File: src/rtl/flag_branch_ctrl.sv
`default_nettype none
// ============================================================================
// Module      : flag_branch_ctrl
// Description : Condition-flag register and ID-stage branch resolution.
//               Holds the architectural {N,Z,C,V} flags, resolves B, CBZ
//               and B.cond with same-cycle flag forwarding from EX, squashes
//               the wrong-path slot after a taken branch, and keeps a
//               saturating count of taken branches.
// Revision    : 1.0 - initial release
// ============================================================================
module flag_branch_ctrl (
  input  logic        clk,
  input  logic        reset,
  input  logic        stall,
  input  logic        ex_setflags,
  input  logic [3:0]  ex_flags,
  input  logic        id_valid,
  input  logic [1:0]  id_br_type,
  input  logic [3:0]  id_cond,
  input  logic        id_reg_zero,
  output logic        br_taken,
  output logic        flush_id,
  output logic [3:0]  flags_q,
  output logic [15:0] taken_cnt
);

  typedef enum logic [0:0] {
    ST_IDLE  = 1'b0,
    ST_FLUSH = 1'b1
  } state_t;

  localparam logic [1:0]  C_BR_NONE = 2'b00;
  localparam logic [1:0]  C_BR_B    = 2'b01;
  localparam logic [1:0]  C_BR_CBZ  = 2'b10;
  localparam logic [1:0]  C_BR_COND = 2'b11;
  localparam logic [15:0] C_CNT_MAX = 16'hFFFF;

  state_t      r_state;
  state_t      w_state_next;
  logic [3:0]  r_flags;
  logic [15:0] r_taken_cnt;
  logic [3:0]  w_eff_flags;
  logic        w_n, w_z, w_c, w_v;
  logic        w_cond_true;
  logic        w_take;
  logic        w_br_taken;
  logic        w_flush_id;

  // Flags written by EX this cycle win over the register so a B.cond right
  // behind a flag-setting instruction sees the new values.
  assign w_eff_flags = ex_setflags ? ex_flags : r_flags;
  assign w_n = w_eff_flags[3];
  assign w_z = w_eff_flags[2];
  assign w_c = w_eff_flags[1];
  assign w_v = w_eff_flags[0];

  // ARM condition-code decode against the effective flags.
  always_comb begin
    w_cond_true = 1'b0;
    case (id_cond)
      4'h0:    w_cond_true = w_z;
      4'h1:    w_cond_true = ~w_z;
      4'h2:    w_cond_true = w_c;
      4'h3:    w_cond_true = ~w_c;
      4'h4:    w_cond_true = w_n;
      4'h5:    w_cond_true = ~w_n;
      4'h6:    w_cond_true = w_v;
      4'h7:    w_cond_true = ~w_v;
      4'h8:    w_cond_true = w_c & ~w_z;
      4'h9:    w_cond_true = ~w_c | w_z;
      4'hA:    w_cond_true = (w_n == w_v);
      4'hB:    w_cond_true = (w_n != w_v);
      4'hC:    w_cond_true = ~w_z & (w_n == w_v);
      4'hD:    w_cond_true = w_z | (w_n != w_v);
      default: w_cond_true = 1'b1;
    endcase
  end

  // Per-branch-type take condition.
  always_comb begin
    w_take = 1'b0;
    case (id_br_type)
      C_BR_NONE: w_take = 1'b0;
      C_BR_B:    w_take = 1'b1;
      C_BR_CBZ:  w_take = id_reg_zero;
      C_BR_COND: w_take = w_cond_true;
      default:   w_take = 1'b0;
    endcase
  end

  // Next-state and outputs: a branch is only taken from IDLE when not
  // stalled; FLUSH ignores ID (wrong-path slot) and flush_id follows state.
  always_comb begin
    w_state_next = r_state;
    w_br_taken   = 1'b0;
    w_flush_id   = 1'b0;
    case (r_state)
      ST_IDLE: begin
        w_br_taken = id_valid & ~stall & w_take & ~reset;
        if (w_br_taken) begin
          w_state_next = ST_FLUSH;
        end
      end
      ST_FLUSH: begin
        w_flush_id = ~reset;
        if (!stall) begin
          w_state_next = ST_IDLE;
        end
      end
      default: w_state_next = ST_IDLE;
    endcase
  end

  // State register; reset overrides stall.
  always_ff @(posedge clk) begin
    if (reset) begin
      r_state <= ST_IDLE;
    end else begin
      r_state <= w_state_next;
    end
  end

  // Architectural flags: written by EX unless the pipe is frozen.
  always_ff @(posedge clk) begin
    if (reset) begin
      r_flags <= 4'b0000;
    end else if (ex_setflags && !stall) begin
      r_flags <= ex_flags;
    end
  end

  // Taken-branch counter, sticks at all-ones instead of wrapping.
  always_ff @(posedge clk) begin
    if (reset) begin
      r_taken_cnt <= 16'h0000;
    end else if (w_br_taken && (r_taken_cnt != C_CNT_MAX)) begin
      r_taken_cnt <= r_taken_cnt + 16'h0001;
    end
  end

  assign br_taken  = w_br_taken;
  assign flush_id  = w_flush_id;
  assign flags_q   = r_flags;
  assign taken_cnt = r_taken_cnt;

endmodule
`default_nettype wire

File: config.mk
export PLATFORM = sky130hd
export DESIGN_NAME = flag_branch_ctrl
export DESIGN_NICKNAME = d
export VERILOG_FILES = /design/src/rtl/flag_branch_ctrl.sv
export SDC_FILE = /design/constraint.sdc
export NUM_CORES = 1
export LEC_CHECK = 0
export ABC_AREA = 0
export CORE_MARGIN = 2
export CORE_UTILIZATION = 50
export DETAILED_ROUTE_END_ITERATION = 16
export HOLD_SLACK_MARGIN = 0.06
export PLACE_DENSITY_LB_ADDON = 0.08
export SLEW_MARGIN = 10
export SYNTH_ARGS = -nofsm -noshare
export SYNTH_HDL_FRONTEND = slang
export SYNTH_SLANG_ARGS = --single-unit
File: constraint.sdc
create_clock -name clk -period 5.1 [get_ports clk]
set_input_delay 0.51 -clock clk [delete_from_list [all_inputs] [get_ports clk]]
set_output_delay 0.51 -clock clk [all_outputs]
set_load 0.03 [all_outputs]
; ---- Word-level counts from Yosys, hierarchy flattened
; Index checks and enable logic that the tools add are counted.
[op_classes]
addsub = 1
multipliers = 0
div_mod_pow = 0
n_lt_le_gt_ge = 0
eq_ne = 19
n_shift = 0
n_mux = 8
n_bitwise = 14
reduce_logical = 5
[ops]
columns = operator, count
row1 = $eq A4 B4 Y1 const B, 6
row2 = $add A16 B1 Y16 const B, 1
row3 = $eq A4 B3 Y1 const B, 4
row4 = $ne A16 B16 Y1 const B, 1
row5 = $pmux W1 S14, 1
row6 = $eq A4 B2 Y1 const B, 2
row7 = $not A1 Y1, 7
row8 = $and A1 B1 Y1, 5
row9 = $eq A2 B2 Y1 const B, 2
row10 = $eq A4 B1 Y1 const B, 1
row11 = $logic_not A4 Y1, 1
row12 = $mux W1, 4
row13 = $mux W4, 1
row14 = $pmux W1 S4, 1
row15 = $eq A2 B1 Y1 const B, 1
row16 = $logic_and A1 B1 Y1, 2
row17 = $logic_not A2 Y1, 1
row18 = $or A1 B1 Y1, 2
row19 = $pmux W1 S2, 1
row20 = $eq A1 B1 Y1, 1
row21 = $logic_not A1 Y1, 1
row22 = $ne A1 B1 Y1, 1
[word_totals]
register_bits = 21
latch_bits = 0
mem_bits_rw = 0
romBits = 0
inputBits = 16
out_inout_bits = 22
word_cells = 50
mem_count = 0

; ---- Depth between registers and ports, before layout
[depth]
ltp_word = 9
depth_mapped = 10
mapped_depth_nobuf = 8

; ---- Worst setup path after synthesis
; OpenSTA, ideal clock, no wires.
[synth_path]
path_kind = in2out
start = input id_cond[1]
end = output br_taken
arrival_time_ps = 2081
required_ps = 4590
slack_ps = 2509
cell_stages = 8
path_buffers = 2
cell_sequence = buf_4 mux2i_1 a22o_1 or3_1 a211oi_1 nor3_2 clkbuf_1 inv_1
[synth_between]
elab_chain_len = 6
word_cells_on_any_way = 19
cone_classes = eq/ne (13) / mux (3) / bitwise (2) / reduce/logical (1)
[synth_lines]
columns = item, line
row1 = start: declaration, 19  ; input logic [3:0] id_cond,
row2 = $eq A4 B4 Y1 (tied with other cells), 60  ; case (id_cond)
row3 = $pmux W1 S14 (*), 60
row4 = $pmux W1 S4 (*), 82  ; case (id_br_type)
row5 = $and A1 B1 Y1 (*) (2 in series), 99  ; w_br_taken = id_valid & ~stall & w_take & ~reset;
row6 = $mux W1 (*), 97  ; case (r_state)
row7 = end: declaration, 21  ; output logic br_taken,
; Every way passes the cells marked *; elsewhere a longest branch is shown, timed or not.

; ---- Worst setup path in the final report
[layout_path]
start = input ex_setflags
end = output br_taken
[layout_between]
elab_chain_len = 8
word_cells_on_any_way = 16
cone_classes = eq/ne (2) / mux (4) / bitwise (10)
[layout_lines]
columns = item, line
row1 = start: declaration, 15  ; input logic ex_setflags,
row2 = $mux W4 (*), 51  ; assign w_eff_flags = ex_setflags ? ex_flags : r_flags;
row3 = $ne A1 B1 Y1 (tied with other cells), "72, 74"
row4 = $or A1 B1 Y1 (tied with other cells), 74  ; 4'hD: w_cond_true = w_z | (w_n != w_v);
row5 = $pmux W1 S14 (*), 60
row6 = $pmux W1 S4 (*), 82
row7 = $and A1 B1 Y1 (*) (2 in series), 99
row8 = $mux W1 (*), 97
; Marks and branches as above.

==> impl_results.md <==
* Area share of the largest cell type after synthesis at roughly 33%
* Placed cell area at 1630 µm²
* Yosys reg bits at 21
* Maximum number of pins on one net before global-route repair at 34
* Synth Flop Type: dfxtp_1
* PD cells at around 190 nW/µm²
* Crit path max-delay family: buffers and inverters
* CORE AREA at approximately 2400 µm²
* I/O pin count at 38
* Inserted Diodes at 0
* Crit path required time at around 4.6 ns
* Setup TNS at 0 ns
* Total GRT Usage at 24.3%
* CTS resizes at 0
* CP bufs+invs at 4
* Max Freq at approximately 0.26 GHz
* Period minus WS final at 3.78 ns
* Pleak at 0.537 nW
* Number of buffers created by CTS at 3
* Htree depth at 1
* Number of vias per cell at 6.08
* Clock-pin slew of the registers on the worst-case setup and hold paths at 0.14 ns
* Layout cells sized above 1 at 5.29%
* Most used cell, CP: clkdlybuf4s50_1
* Grt total ovfl at 0
* Gate count after technology mapping at between 150 and 200
* HPWL after DPL at 2380 µm
* PortBufs at 37
* Routed len/inst at roughly 15 µm
* Startpoint types: primary input
* Worst-case clock buffer depth at 2
* Full die area at ~2900 µm²
* Fin. Hold Viols at 0
* Area delta synth->final at 31.2%
* Cell variety after synth at 38
* Number of global-route vias before repair at approximately 1200
* Final slew viol count at 0
* Final instance area at 1660 µm²
* Crit Path Class: in -> out
* Final period utilization at between 70% and 80%
* Endpoints failing setup at 0
* CP max-delay cell: clkdlybuf4s50_1
* Area contributors post-synth: dfxtp_1 (33%), a21oi_1 (6.7%), mux2i_1 (6.3%)
* Final wirelength at 3290 µm
* Max VDD drop at 195 µV
* Iteration-0 DRC Markers at 23
* Max cap viols at 0
* Post-synth ARST share at 0%
* Site Rows at 18
* CTS Hold Bufs at 0
* Hold Path Class: reg -> reg
* Clk Latency, worst-skew pair at 0.32 ns
* Status: finished clean
* Post CTS Setup Buffer Count at 0
* Chip Height at 54.3 µm
* Sequential-to-total area share from yosys stat at 33.3%
* CTS tree: built
* Nature of the critical path endpoint: primary output
* Worst-Margin Slew at 0.818 ns
* CP max stage delay at between 0.7 and 0.8 ns
* EDFF count, synth at 0
* Syn Area/Cell at 8.10 µm²
* Global-route wire length before repair at 5180 µm
* Synthesized netlist net count at 173
* Clk root buf: clkbuf_4
* Clock skew at 0.0174 ns
* Crit path cell chain: clkdlybuf4s50_1 > mux2i_1 > a221o_1 > a211o_1 > a41oi_2 > nor3_2 > buf_4 > inv_1 > clkdlybuf4s50_1
* Synthesized cell area at 1260 µm²
* Worst slew margin at 45.1%
* TritonRoute pass-1 iters at 4
* Leading area contributor after synthesis: dfxtp_1
* Crit path max fanout at 33
* Drt drc at 0
* Starting Density at approximately half
* Initial antenna violation count at 0
* CP Data Arrival Time at 3.27 ns
* Nets at 207
* Gpl congestion at slightly above 0.8
* Clock Sinks at 21
* Routed Antenna Nets at 0
* Vias after detailed routing at ~1300
* Die Width at 54.3 µm
* RSZ-0062 raised after global routing: no
* Ys Warns at 0
## flip-flops by register name, summed over array words and instances, names as in the netlist
name and count:
taken_cnt 16, flags_q 4, r_state 1
## stage by stage
step	hold slack (ns)	util, %	worst slack, ns	total power [mW]	instances
2_1_floorplan	0.610	-	2.51	0.204	156
3_3_place_gp	0.474	67.0	1.43	0.227	215
3_5_place_dp	0.497	67.0	1.34	0.229	215
4_1_cts	0.514	68.2	1.32	0.310	219
5_1_grt	0.527	68.2	1.16	0.322	219
6_report	0.517	68.2	1.32	0.311	219
## cells in the mapped netlist (4+ instances only)
cell / instances
mux2i_1: 8
or4_1: 7
nand4_1: 6
clkbuf_1: 7
nor2_1: 9
o31ai_1: 5
a21oi_1: 17
nand2_1: 9
nand3_1: 9
nor2b_1: 4
or3_1: 10
dfxtp_1: 21
o21ai_0: 12
## final timing paths
path / from / endpoint / slack, ns / depth (start not counted)
worst max-delay path: ex_setflags / br_taken / 1.32 / 9
worst min-delay path: taken_cnt[10]$_SDFFE_PP0P_ / taken_cnt[10]$_SDFFE_PP0P_ / 0.52 / 2
worst max register to register: flags_q[1]$_SDFFE_PP0P_ / taken_cnt[14]$_SDFFE_PP0P_ / 2.70 / 8
worst min register to register: taken_cnt[10]$_SDFFE_PP0P_ / taken_cnt[10]$_SDFFE_PP0P_ / 0.52 / 2
## area by class of cell
cell class | instances | area (µm²)
well taps | 30 | 37.5
inverters | 3 | 11.3
clock inverters | 1 | 5.00
fillers | 217 | 774
flip-flops and latches | 21 | 420
repair buffers | 39 | 385
multi-input cells | 122 | 776
clock buffers | 3 | 22.5
## cells by family after synthesis
group | Yosys count | share of synthesized area (%)
AO/OA/AOI/OAI | 43 | 20.9
XOR/XNOR | 2 | 1.39
adder cells (fa/ha/maj) | 1 | 0.990
buffers and inverters | 13 | 5.35
flip-flops | 21 | 33.3
multiplexers | 10 | 8.12
AND/OR/NAND/NOR | 66 | 30.0
## layout by cell type, fill, tap and decap left out, types with 3 or more instances in the layout
| cell type | synthesis | layout |
|---|---|---|
| clkbuf_4 | 0 | 3 |
| nand3_1 | 9 | 9 |
| nand4_1 | 6 | 6 |
| or3_1 | 10 | 10 |
| nand2_1 | 9 | 9 |
| clkdlybuf4s50_1 | 0 | 37 |
| nor2b_1 | 4 | 4 |
| nor2_1 | 9 | 9 |
| a21oi_1 | 17 | 17 |
| dfxtp_1 | 21 | 21 |
| mux2i_1 | 8 | 8 |
| or4_1 | 7 | 7 |
| and3_1 | 3 | 3 |
| o21ai_0 | 12 | 12 |
| o31ai_1 | 5 | 5 |
| inv_1 | 3 | 3 |
## layer usage
layer / global-route usage [%] / share of wire [%]
met1: 31.6 / 46
met2: 40.2 / 48
met3: 4.37 / 5.1
met4: 8.33 / 1.1
met5: 0 / 0
## power breakdown
group,internal (mW),switching (mW)
sequential,0.167,0.00261
combinational,0.0272,0.0291
clock,0.0294,0.0564
## worst min-delay path, delay by kind of cell (launching register included)
family / cells / cell delay (ns)
compound gates: 2 / 0.12
flops: 1 / 0.36
No activity file was read; power rests on OpenSTA's default activity.
